[config.mk]
export PLATFORM = sky130hd
export DESIGN_NAME = pwm_output_stage
export DESIGN_NICKNAME = d
export VERILOG_FILES = /design/src/rtl/pwm_output_stage_pkg.sv /design/src/rtl/pwm_period_counter.sv /design/src/rtl/pwm_output_stage.sv
export SDC_FILE = /design/constraint.sdc
export NUM_CORES = 1
export LEC_CHECK = 0
export BUFFER_PORTS_ARGS = -buffer_cell sky130_fd_sc_hd__buf_2
export CAP_MARGIN = 15
export CORE_MARGIN = 4
export CORE_UTILIZATION = 50
export DETAILED_ROUTE_END_ITERATION = 16
export PLACE_DENSITY = 0.68
export SLEW_MARGIN = 20
export SYNTH_ARGS = -nofsm -noshare
export SYNTH_HDL_FRONTEND = slang
export SYNTH_SLANG_ARGS = --single-unit
export TNS_END_PERCENT = 100
[constraint.sdc]
create_clock -name i_clk -period 3.81 [get_ports i_clk]
set_input_delay 0.381 -clock i_clk [delete_from_list [all_inputs] [get_ports i_clk]]
set_output_delay 0.381 -clock i_clk [all_outputs]
set_load 0.01 [all_outputs]
[src/rtl/pwm_output_stage_pkg.sv]
// -----------------------------------------------------------------------------
// pwm_output_stage_pkg
//   Shared definitions for the PWM output stage: default sample width and
//   period length, the run/stop FSM state encoding, and a small helper that
//   tells whether a state counts as "running" (counter live, pin driven).
// -----------------------------------------------------------------------------
package pwm_output_stage_pkg;

  // Default sample width and last counter value (period = TOP + 1 clocks).
  localparam int unsigned PWM_DEF_WIDTH = 9;
  localparam int unsigned PWM_DEF_TOP   = 511;

  // Run/stop FSM states. STOPPING finishes the current period before idling.
  typedef enum logic [1:0] {
    ST_IDLE     = 2'd0,
    ST_RUN      = 2'd1,
    ST_STOPPING = 2'd2
  } pwm_state_e;

  // RUN and STOPPING both keep the period counter and the pin live.
  function automatic logic state_is_running(input pwm_state_e state);
    return state != ST_IDLE;
  endfunction

endpackage

[src/rtl/pwm_period_counter.sv]
// -----------------------------------------------------------------------------
// pwm_period_counter
//   Free-running period counter for the PWM stage. Counts 0..TOP while i_run is
//   high and wraps TOP -> 0; held at 0 while i_run is low.
//
// Ports
//   i_clk     in   1      system clock
//   i_reset   in   1      synchronous, active-high reset (clears count to 0)
//   i_run     in   1      1 = count, 0 = hold at 0
//   o_cnt     out  WIDTH  current count
//   o_at_top  out  1      o_cnt == TOP (last clock of the period)
// -----------------------------------------------------------------------------
module pwm_period_counter
  import pwm_output_stage_pkg::*;
#(
  parameter int unsigned WIDTH = PWM_DEF_WIDTH,
  parameter int unsigned TOP   = PWM_DEF_TOP
) (
  input  logic             i_clk,
  input  logic             i_reset,
  input  logic             i_run,
  output logic [WIDTH-1:0] o_cnt,
  output logic             o_at_top
);

  localparam logic [WIDTH-1:0] TOP_V  = WIDTH'(TOP);
  localparam logic [WIDTH-1:0] ZERO_V = '0;
  localparam logic [WIDTH-1:0] ONE_V  = WIDTH'(1);

  logic [WIDTH-1:0] cnt_q;
  logic [WIDTH-1:0] cnt_d;
  logic             at_top;

  assign at_top = (cnt_q == TOP_V);

  // The increment never overflows: it only happens while cnt_q < TOP.
  always_comb begin
    cnt_d = cnt_q;
    if (!i_run) begin
      cnt_d = ZERO_V;
    end else if (at_top) begin
      cnt_d = ZERO_V;
    end else begin
      cnt_d = cnt_q + ONE_V;
    end
  end

  always_ff @(posedge i_clk) begin
    if (i_reset) begin
      cnt_q <= ZERO_V;
    end else begin
      cnt_q <= cnt_d;
    end
  end

  assign o_cnt    = cnt_q;
  assign o_at_top = at_top;

endmodule

[src/rtl/pwm_output_stage.sv]
// -----------------------------------------------------------------------------
// pwm_output_stage
//   Consumer end of the channel sample stream. Samples arrive by valid/ready
//   into a shadow register and are copied to the active compare register only
//   on a period boundary (or when starting from idle), so a new duty never
//   disturbs a period already in progress. A start/stop FSM lets the output
//   finish its current period before going quiet; underrun and period strobes
//   let the upstream producer pace itself.
//
// Ports
//   i_clk           in   1      system clock
//   i_reset         in   1      synchronous, active-high reset
//   i_enable        in   1      level: 1 = run, 0 = stop at end of period
//   i_sample        in   WIDTH  compare value (duty = sample/(TOP+1), clamped)
//   i_sample_valid  in   1      i_sample is valid this cycle
//   o_sample_ready  out  1      shadow register empty; accept on valid&ready
//   o_pwm           out  1      registered PWM pin
//   o_period_stb    out  1      pulse after the last clock of a running period
//   o_underrun      out  1      pulse: boundary reached with shadow empty
//   o_running       out  1      FSM in RUN or STOPPING
// -----------------------------------------------------------------------------
module pwm_output_stage
  import pwm_output_stage_pkg::*;
#(
  parameter int unsigned WIDTH = PWM_DEF_WIDTH,
  parameter int unsigned TOP   = PWM_DEF_TOP
) (
  input  logic             i_clk,
  input  logic             i_reset,
  input  logic             i_enable,
  input  logic [WIDTH-1:0] i_sample,
  input  logic             i_sample_valid,
  output logic             o_sample_ready,
  output logic             o_pwm,
  output logic             o_period_stb,
  output logic             o_underrun,
  output logic             o_running
);

  // ---------------------------------------------------------------------------
  // State
  // ---------------------------------------------------------------------------
  pwm_state_e       state_q,       state_d;
  logic [WIDTH-1:0] active_q,      active_d;
  logic [WIDTH-1:0] shadow_q,      shadow_d;
  logic             shadow_full_q, shadow_full_d;
  logic             pwm_q,         pwm_d;
  logic             period_stb_q,  period_stb_d;
  logic             underrun_q,    underrun_d;

  logic [WIDTH-1:0] cnt;
  logic             cnt_at_top;
  logic             running;
  logic             accept;
  logic             boundary;
  logic             start;
  logic             load;

  assign running = state_is_running(state_q);

  // ---------------------------------------------------------------------------
  // Period counter: live in RUN/STOPPING, parked at 0 in IDLE so the first RUN
  // cycle always starts a fresh period at cnt = 0.
  // ---------------------------------------------------------------------------
  pwm_period_counter #(
    .WIDTH (WIDTH),
    .TOP   (TOP)
  ) u_counter (
    .i_clk    (i_clk),
    .i_reset  (i_reset),
    .i_run    (running),
    .o_cnt    (cnt),
    .o_at_top (cnt_at_top)
  );

  // ---------------------------------------------------------------------------
  // Handshake and load points
  // ---------------------------------------------------------------------------
  // Ready reflects only the registered shadow flag, so a sample accepted on a
  // boundary cycle with an empty shadow waits for the next boundary (no
  // bypass into the active register).
  assign accept   = i_sample_valid && !shadow_full_q;

  // Only a boundary in RUN is a load/strobe/underrun point; a STOPPING
  // boundary just ends the run and keeps the shadow for the next start.
  assign boundary = (state_q == ST_RUN) && cnt_at_top;
  assign start    = (state_q == ST_IDLE) && i_enable;
  assign load     = (boundary || start) && shadow_full_q;

  always_comb begin
    state_d       = state_q;
    active_d      = active_q;
    shadow_d      = shadow_q;
    shadow_full_d = shadow_full_q;
    period_stb_d  = 1'b0;
    underrun_d    = 1'b0;

    case (state_q)
      ST_IDLE: begin
        if (i_enable) begin
          state_d = ST_RUN;
        end
      end
      ST_RUN: begin
        if (!i_enable) begin
          state_d = ST_STOPPING;
        end
      end
      ST_STOPPING: begin
        // Re-enabling before the boundary resumes without an idle gap; this
        // also wins over a coincident boundary.
        if (i_enable) begin
          state_d = ST_RUN;
        end else if (cnt_at_top) begin
          state_d = ST_IDLE;
        end
      end
      default: begin
        state_d = ST_IDLE;
      end
    endcase

    if (load) begin
      active_d      = shadow_q;
      shadow_full_d = 1'b0;
    end

    // accept implies the shadow was empty, so it never collides with load.
    if (accept) begin
      shadow_d      = i_sample;
      shadow_full_d = 1'b1;
    end

    if (boundary) begin
      period_stb_d = 1'b1;
      underrun_d   = !shadow_full_q;
    end
  end

  // Compare is unsigned; active > TOP keeps the pin high for the whole period.
  assign pwm_d = running && (active_q > cnt);

  // ---------------------------------------------------------------------------
  // Registers
  // ---------------------------------------------------------------------------
  always_ff @(posedge i_clk) begin
    if (i_reset) begin
      state_q       <= ST_IDLE;
      active_q      <= '0;
      shadow_q      <= '0;
      shadow_full_q <= 1'b0;
      pwm_q         <= 1'b0;
      period_stb_q  <= 1'b0;
      underrun_q    <= 1'b0;
    end else begin
      state_q       <= state_d;
      active_q      <= active_d;
      shadow_q      <= shadow_d;
      shadow_full_q <= shadow_full_d;
      pwm_q         <= pwm_d;
      period_stb_q  <= period_stb_d;
      underrun_q    <= underrun_d;
    end
  end

  // ---------------------------------------------------------------------------
  // Outputs
  // ---------------------------------------------------------------------------
  assign o_sample_ready = !shadow_full_q;
  assign o_pwm          = pwm_q;
  assign o_period_stb   = period_stb_q;
  assign o_underrun     = underrun_q;
  assign o_running      = running;

endmodule

==> impl_metrics.env, run 1 <==
export IMPL_async_reset_ff_frac=0
export IMPL_worst_slew_pin_slew_ps=902
export IMPL_hold_violations=0
export IMPL_clkSlewWorstSetupHoldPaths_ps=110
export IMPL_fin_crit_ps=2380
export IMPL_ant_nets=0
export IMPL_critical_path_required_ps=4040
export IMPL_ys_flop_type="dfxtp_1"
export IMPL_critPathLaunchType="flip-flop"
export IMPL_power_leakage_uw=0.000663
export IMPL_dieArea_um2=3790
export IMPL_fin_hold_ws_ps=220
export IMPL_layout_drive_gt1_share=0.151
export IMPL_antenna_found_initial=0
export IMPL_p_total_uw=622
export IMPL_min_period_over_period=0.624
export IMPL_io_pins=18
export IMPL_power_density_nw_per_um2=392
export IMPL_cts_tree="built"
export IMPL_die_x_um=61.6
export IMPL_cts_sinks=33
export IMPL_syn_inst=159
export IMPL_synthesis_nets=183
export IMPL_fin_worst_skew_ps=18.0
export IMPL_drv_slew=0
export IMPL_synth_seq_cells=33
export IMPL_io_buffers=17
export IMPL_multiInputGateArea_um2=686
export IMPL_core_area_um2=2760
export IMPL_grt_use_total=0.171
export IMPL_finalWirelength_um=2610
export IMPL_synth_seq_area_share=0.460
export IMPL_hold_buffers=0
export IMPL_cap_violations=0
export IMPL_min_path_type="input pin to flip-flop"
export IMPL_start_util=0.520
export IMPL_htreeDepth=2
export IMPL_cp_max_fo=10
export IMPL_cts_root_buf="clkbuf_4"
export IMPL_gp_congestion=0.827
export IMPL_ir_worst_vdd_v=0.000338
export IMPL_synth_edf_count=0
export IMPL_end_kind="flip-flop"
export IMPL_vias_per_cell=5.19
export IMPL_setup_viol=0
export IMPL_drcViolationCount=0
export IMPL_max_freq_ghz=0.421
export IMPL_clockBufferDepth=2
export IMPL_postCtsSetupBuffers=0
export IMPL_cts_inserted_buffers=5
export IMPL_seqCellArea_um2=661
export IMPL_finalSetupTns_ps=0
export IMPL_netlist_area_um2=1440
export IMPL_drt_iter0_markers=46
export IMPL_synth_avg_cell_area_um2=9.03
export IMPL_hpwlAfterDp_um=1970
export IMPL_fin_nets=202
export IMPL_grt_first_pass_wirelength_um=4690
export IMPL_worst_setup_path_type="flip-flop to flip-flop"
export IMPL_nFillCells=254
export IMPL_status="complete, no violations"
export IMPL_grt_max_degree=25
export IMPL_clk_latency_ps=340
export IMPL_grt_pass1_vias=1086
export IMPL_wl_per_cell_um=12.4
export IMPL_grt_setup_unrepaired="false"
export IMPL_arrival_ps=2600
export IMPL_rows=19
export IMPL_vias=1089
export IMPL_fp_dieH_um=61.6
export IMPL_overflow=0
export IMPL_synthDistinctLibCells=28
export IMPL_yosysWarningCount=0
export IMPL_cts_resized=0
export IMPL_areaGrowthSynthToFinish_pct=10.6
export IMPL_diodes=0
export IMPL_slew_headroom=0.395
export IMPL_dr_pass1_iters=4
## cells in the final DEF, fill, tap and decap left out, drive strengths merged, types with 2 or more instances in the layout
cell,instances
nand2,21
inv,14
nand4,2
clkinv,2
mux2i,10
buf,17
dfxtp,33
clkbuf,6
nor2b,3
xnor2,6
nor2,22
nand3,3
and4,3
nor3,3
o21ai,2
ha,11
a21oi,12
## layout make-up
class                           count  share of cell area
Multi-Input combinational cell    107               0.432
Sequential cell                    33               0.416
Timing Repair Buffer               17              0.0536
Inverter                           14              0.0331
Clock buffer                        6              0.0323
Tap cell                           31              0.0244
Clock inverter                      2             0.00867
## cell usage after synthesis, types with 2 or more instances
master | n | area, µm²
and4_1 | 3 | 26.3
xnor2_1 | 6 | 52.6
nand3_1 | 3 | 15.0
inv_1 | 14 | 52.6
nor2_1 | 22 | 82.6
nor2b_1 | 3 | 18.8
dfxtp_1 | 33 | 661
mux2i_1 | 10 | 100
nand4_1 | 2 | 12.5
a21oi_1 | 12 | 60.1
clkbuf_1 | 2 | 7.51
nand2_1 | 21 | 78.8
ha_1 | 11 | 138
o21ai_1 | 2 | 10.0
nor3_1 | 2 | 10.0
## final timing paths
kind / start / end / slack [ps] / cells after the start
max reg2reg: u_counter.o_cnt[2] / active_q[4] / 1430 / 7
max: u_counter.o_cnt[2] / active_q[4] / 1430 / 7
min: i_enable / state_q[1] / 220 / 2
min reg2reg: shadow_q[6] / shadow_q[6] / 460 / 2
## stage by stage
step                      area, µm²  instances  utilization  setup slack [ps]
after floorplan                1440        159            -              2120
after global placement         1520        202        0.552              1510
after detailed placement       1520        202        0.552              1420
after CTS                      1590        210        0.576              1390
after global routing           1590        210        0.576              1210
final                          1590        210        0.576              1430
## worst max-delay path: stages (launching register included)
cell and delay [ps]:
dfxtp_1 460, and4_1 290, and4_1 210, ha_1 200, mux2i_1 100, nor3_2 690
mux2i_1 270, nor2_1 50
## sequential cells by signal, summed over array words and instances, names as in the netlist
register and count:
o_pwm 1, shadow_full_q 1, o_period_stb 1, state_q 2, o_underrun 1, u_counter.o_cnt 9, shadow_q 9, active_q 9
## per-layer routing
metal,up-vias,wire [µm],global-route usage
met5,-,0,0
met4,0,73,0.100
met3,9,130,0.0503
met2,24,1180,0.271
met1,489,1220,0.204
li1,567,-,-
## power by group
part	internal, µW	total, µW	switching (µW)
clock	89.9	210	120
combinational	21.1	49.6	28.4
sequential	355	362	6.97
## kinds of logic after synthesis
logic type,Yosys count,share of synthesized area
xor gates and xnor gates,6,0.0366
adders and majority gates,11,0.0959
buffers and inverters,19,0.0619
muxes,10,0.0697
DFF,33,0.460
AOI/OAI and AO/OA,19,0.0793
and+or+nand+nor,61,0.196
Power figures use the tool's default switching activity.
==> inputs of run 2 (changes only) <==
--- a/config.mk
+++ b/config.mk
@@ -10,7 +10,7 @@
 export CORE_MARGIN = 4
 export CORE_UTILIZATION = 50
 export DETAILED_ROUTE_END_ITERATION = 16
-export PLACE_DENSITY = 0.68
+export PLACE_DENSITY = 0.71
 export SLEW_MARGIN = 20
 export SYNTH_ARGS = -nofsm -noshare
 export SYNTH_HDL_FRONTEND = slang
==> constraint.sdc (replaced) <==
create_clock -name i_clk -period 2.11 [get_ports i_clk]
set_input_delay 0.211 -clock i_clk [delete_from_list [all_inputs] [get_ports i_clk]]
set_output_delay 0.211 -clock i_clk [all_outputs]
set_load 0.01 [all_outputs]
==> run 2 against run 1 <==
Against the previous run:
- cell count rose by 0.95%
- highest routed layer unchanged
- largest power group unchanged
- flip-flop and latch count did not move
- register-to-register slack got worse by 1200 ps
- worst setup slack got worse by 1200 ps
==> impl_metrics.env, run 2 (synthesized netlist as in run 1, its figures left out) <==
export IMPL_gp_congestion=0.866
export IMPL_areaGrowthSynthToFinish_pct=10.8
export IMPL_dr_pass1_iters=4
export IMPL_finalWirelength_um=2680
export IMPL_htreeDepth=2
export IMPL_die_x_um=61.6
export IMPL_p_sw_uw=270
export IMPL_wl_per_cell_um=12.6
export IMPL_p_sw_frac=0.251
export IMPL_hold_depth=2
export IMPL_crit_buf_inv=1
export IMPL_fin_worst_skew_ps=2.76
export IMPL_cp_num_cells=8
export IMPL_cts_sinks=33
export IMPL_cap_violations=0
export IMPL_overflow=0
export IMPL_worst_setup_path_type="flip-flop to flip-flop"
export IMPL_cts_tree="built"
export IMPL_grt_pass1_vias=1071
export IMPL_core_area_um2=2760
export IMPL_min_period_over_period=0.911
export IMPL_timing_rr_start="u_counter.o_cnt[1]"
export IMPL_nFillCells=267
export IMPL_setup_viol=0
export IMPL_share_comb_of_total_power=0.087
export IMPL_reg2reg_to="active_q[4]"
export IMPL_io_pins=18
export IMPL_vias_per_cell=5.13
export IMPL_layout_common_cells="32 x dfxtp_1, 22 x nor2_1, 21 x nand2_1, 17 x buf_2, 14 x inv_1"
export IMPL_seqPwrFrac=0.605
export IMPL_grt_first_pass_wirelength_um=4580
export IMPL_antenna_found_initial=0
export IMPL_clockBufferDepth=2
export IMPL_dp_cells=204
export IMPL_grt_setup_unrepaired="false"
export IMPL_path_cells="ha_1 > and4_1 > ha_1 > mux2i_1 > nor3_2 > buf_4 > mux2i_1 > nor2_1"
export IMPL_ir_worst_vdd_v=0.000471
export IMPL_layout_drive_gt1_share=0.160
export IMPL_drt_iter0_markers=69
export IMPL_cp_max_fo=10
export IMPL_drcViolationCount=0
export IMPL_cts_inserted_buffers=5
export IMPL_final_common_cell="dfxtp_1"
export IMPL_start_util=0.520
export IMPL_postCtsSetupBuffers=0
export IMPL_hold_violations=0
export IMPL_fp_dieH_um=61.6
export IMPL_finalSetupTns_ps=0
export IMPL_vias=1088
export IMPL_power_leakage_uw=0.000668
export IMPL_p_clk_frac=0.308
export IMPL_max_freq_ghz=0.520
export IMPL_diodes=0
export IMPL_cts_root_buf="clkbuf_4"
export IMPL_critical_path_required_ps=2320
export IMPL_post_route_util=0.577
export IMPL_dieArea_um2=3790
export IMPL_hold_end="state_q[1]"
export IMPL_ant_nets=0
export IMPL_regToRegSetupSlack_ps=190
export IMPL_status="complete, no violations"
export IMPL_clkSlewWorstSetupHoldPaths_ps=100
export IMPL_grt_max_degree=25
export IMPL_power_density_nw_per_um2=678
export IMPL_slew_headroom=0.638
export IMPL_ff2ff_path_depth=8
export IMPL_worst_slew_pin_slew_ps=542
export IMPL_clk_latency_ps=320
export IMPL_min_path_type="input pin to flip-flop"
export IMPL_fin_crit_ps=1920
export IMPL_max_stage_delay_ps=420
export IMPL_arrival_ps=2130
export IMPL_cell_internal_pwr_uw=808
export IMPL_stdcell_count=212
export IMPL_io_buffers=17
export IMPL_grt_use_total=0.164
export IMPL_hold_start="i_enable"
export IMPL_crit_family="adder cells"
export IMPL_slowest_stage="dfxtp_1"
export IMPL_hpwlAfterDp_um=2110
export IMPL_rows=19
export IMPL_critPathLaunchType="flip-flop"
export IMPL_fin_nets=204
export IMPL_drv_slew=0
export IMPL_end_kind="flip-flop"
## run 2: how the worst max path moves through the flow
stage | slack [ps] | to | startpoint
3_3_place_gp | 230 | active_q[4] | u_counter.o_cnt[2]
3_5_place_dp | 190 | active_q[4] | u_counter.o_cnt[2]
4_1_cts | 160 | active_q[4] | u_counter.o_cnt[2]
6_report | 190 | active_q[4] | u_counter.o_cnt[1]
5_1_grt | 50 | active_q[7] | u_counter.o_cnt[1]
2_1_floorplan | 420 | active_q[0] | u_counter.o_cnt[2]
## run 2: area by class of cell
cell class              count  area (µm²)  share of cell area
inverters                  14        52.6              0.0330
well taps                  31        38.8              0.0244
repair buffers             19         100              0.0629
flip-flops and latches     33         662               0.416
clock inverters             2        10.0             0.00629
multi-input cells         107         686               0.431
clock buffers               6        41.3              0.0260
## run 2: what timing repair did
action / CTS / global route
gates resized for setup: 0 / 1
endpoints found under the setup margin: 0 / 2
hold buffers: 0 / 0
## run 2: power by group through the flow
stage / Sequential [µW] / Combinational (µW) / Clock (µW)
2_1_floorplan: 664 / 66.1 / 0
3_3_place_gp: 666 / 89.1 / 0
3_5_place_dp: 667 / 94.7 / 0
4_1_cts: 652 / 94.9 / 339
5_1_grt: 655 / 108 / 368
6_report: 653 / 93.6 / 332
## run 2: routing by layer
metal  vias to the layer above  share of wire  GRT usage
met5                         -              0          0
met4                         0          0.023     0.0909
met3                         9          0.037     0.0461
met2                        18           0.48      0.268
met1                       494           0.46      0.194
li1                        567              -          -
## run 2: per-stage QoR
stage / hold WS, ps / instance area [µm²] / setup slack, ps / power, µW
2_1_floorplan: 280 / 1440 / 422 / 731
3_3_place_gp: 409 / 1540 / 230 / 755
3_5_place_dp: 423 / 1540 / 192 / 762
4_1_cts: 66.6 / 1590 / 159 / 1090
5_1_grt: 59.2 / 1590 / 53.5 / 1130
6_report: 76.7 / 1590 / 187 / 1080
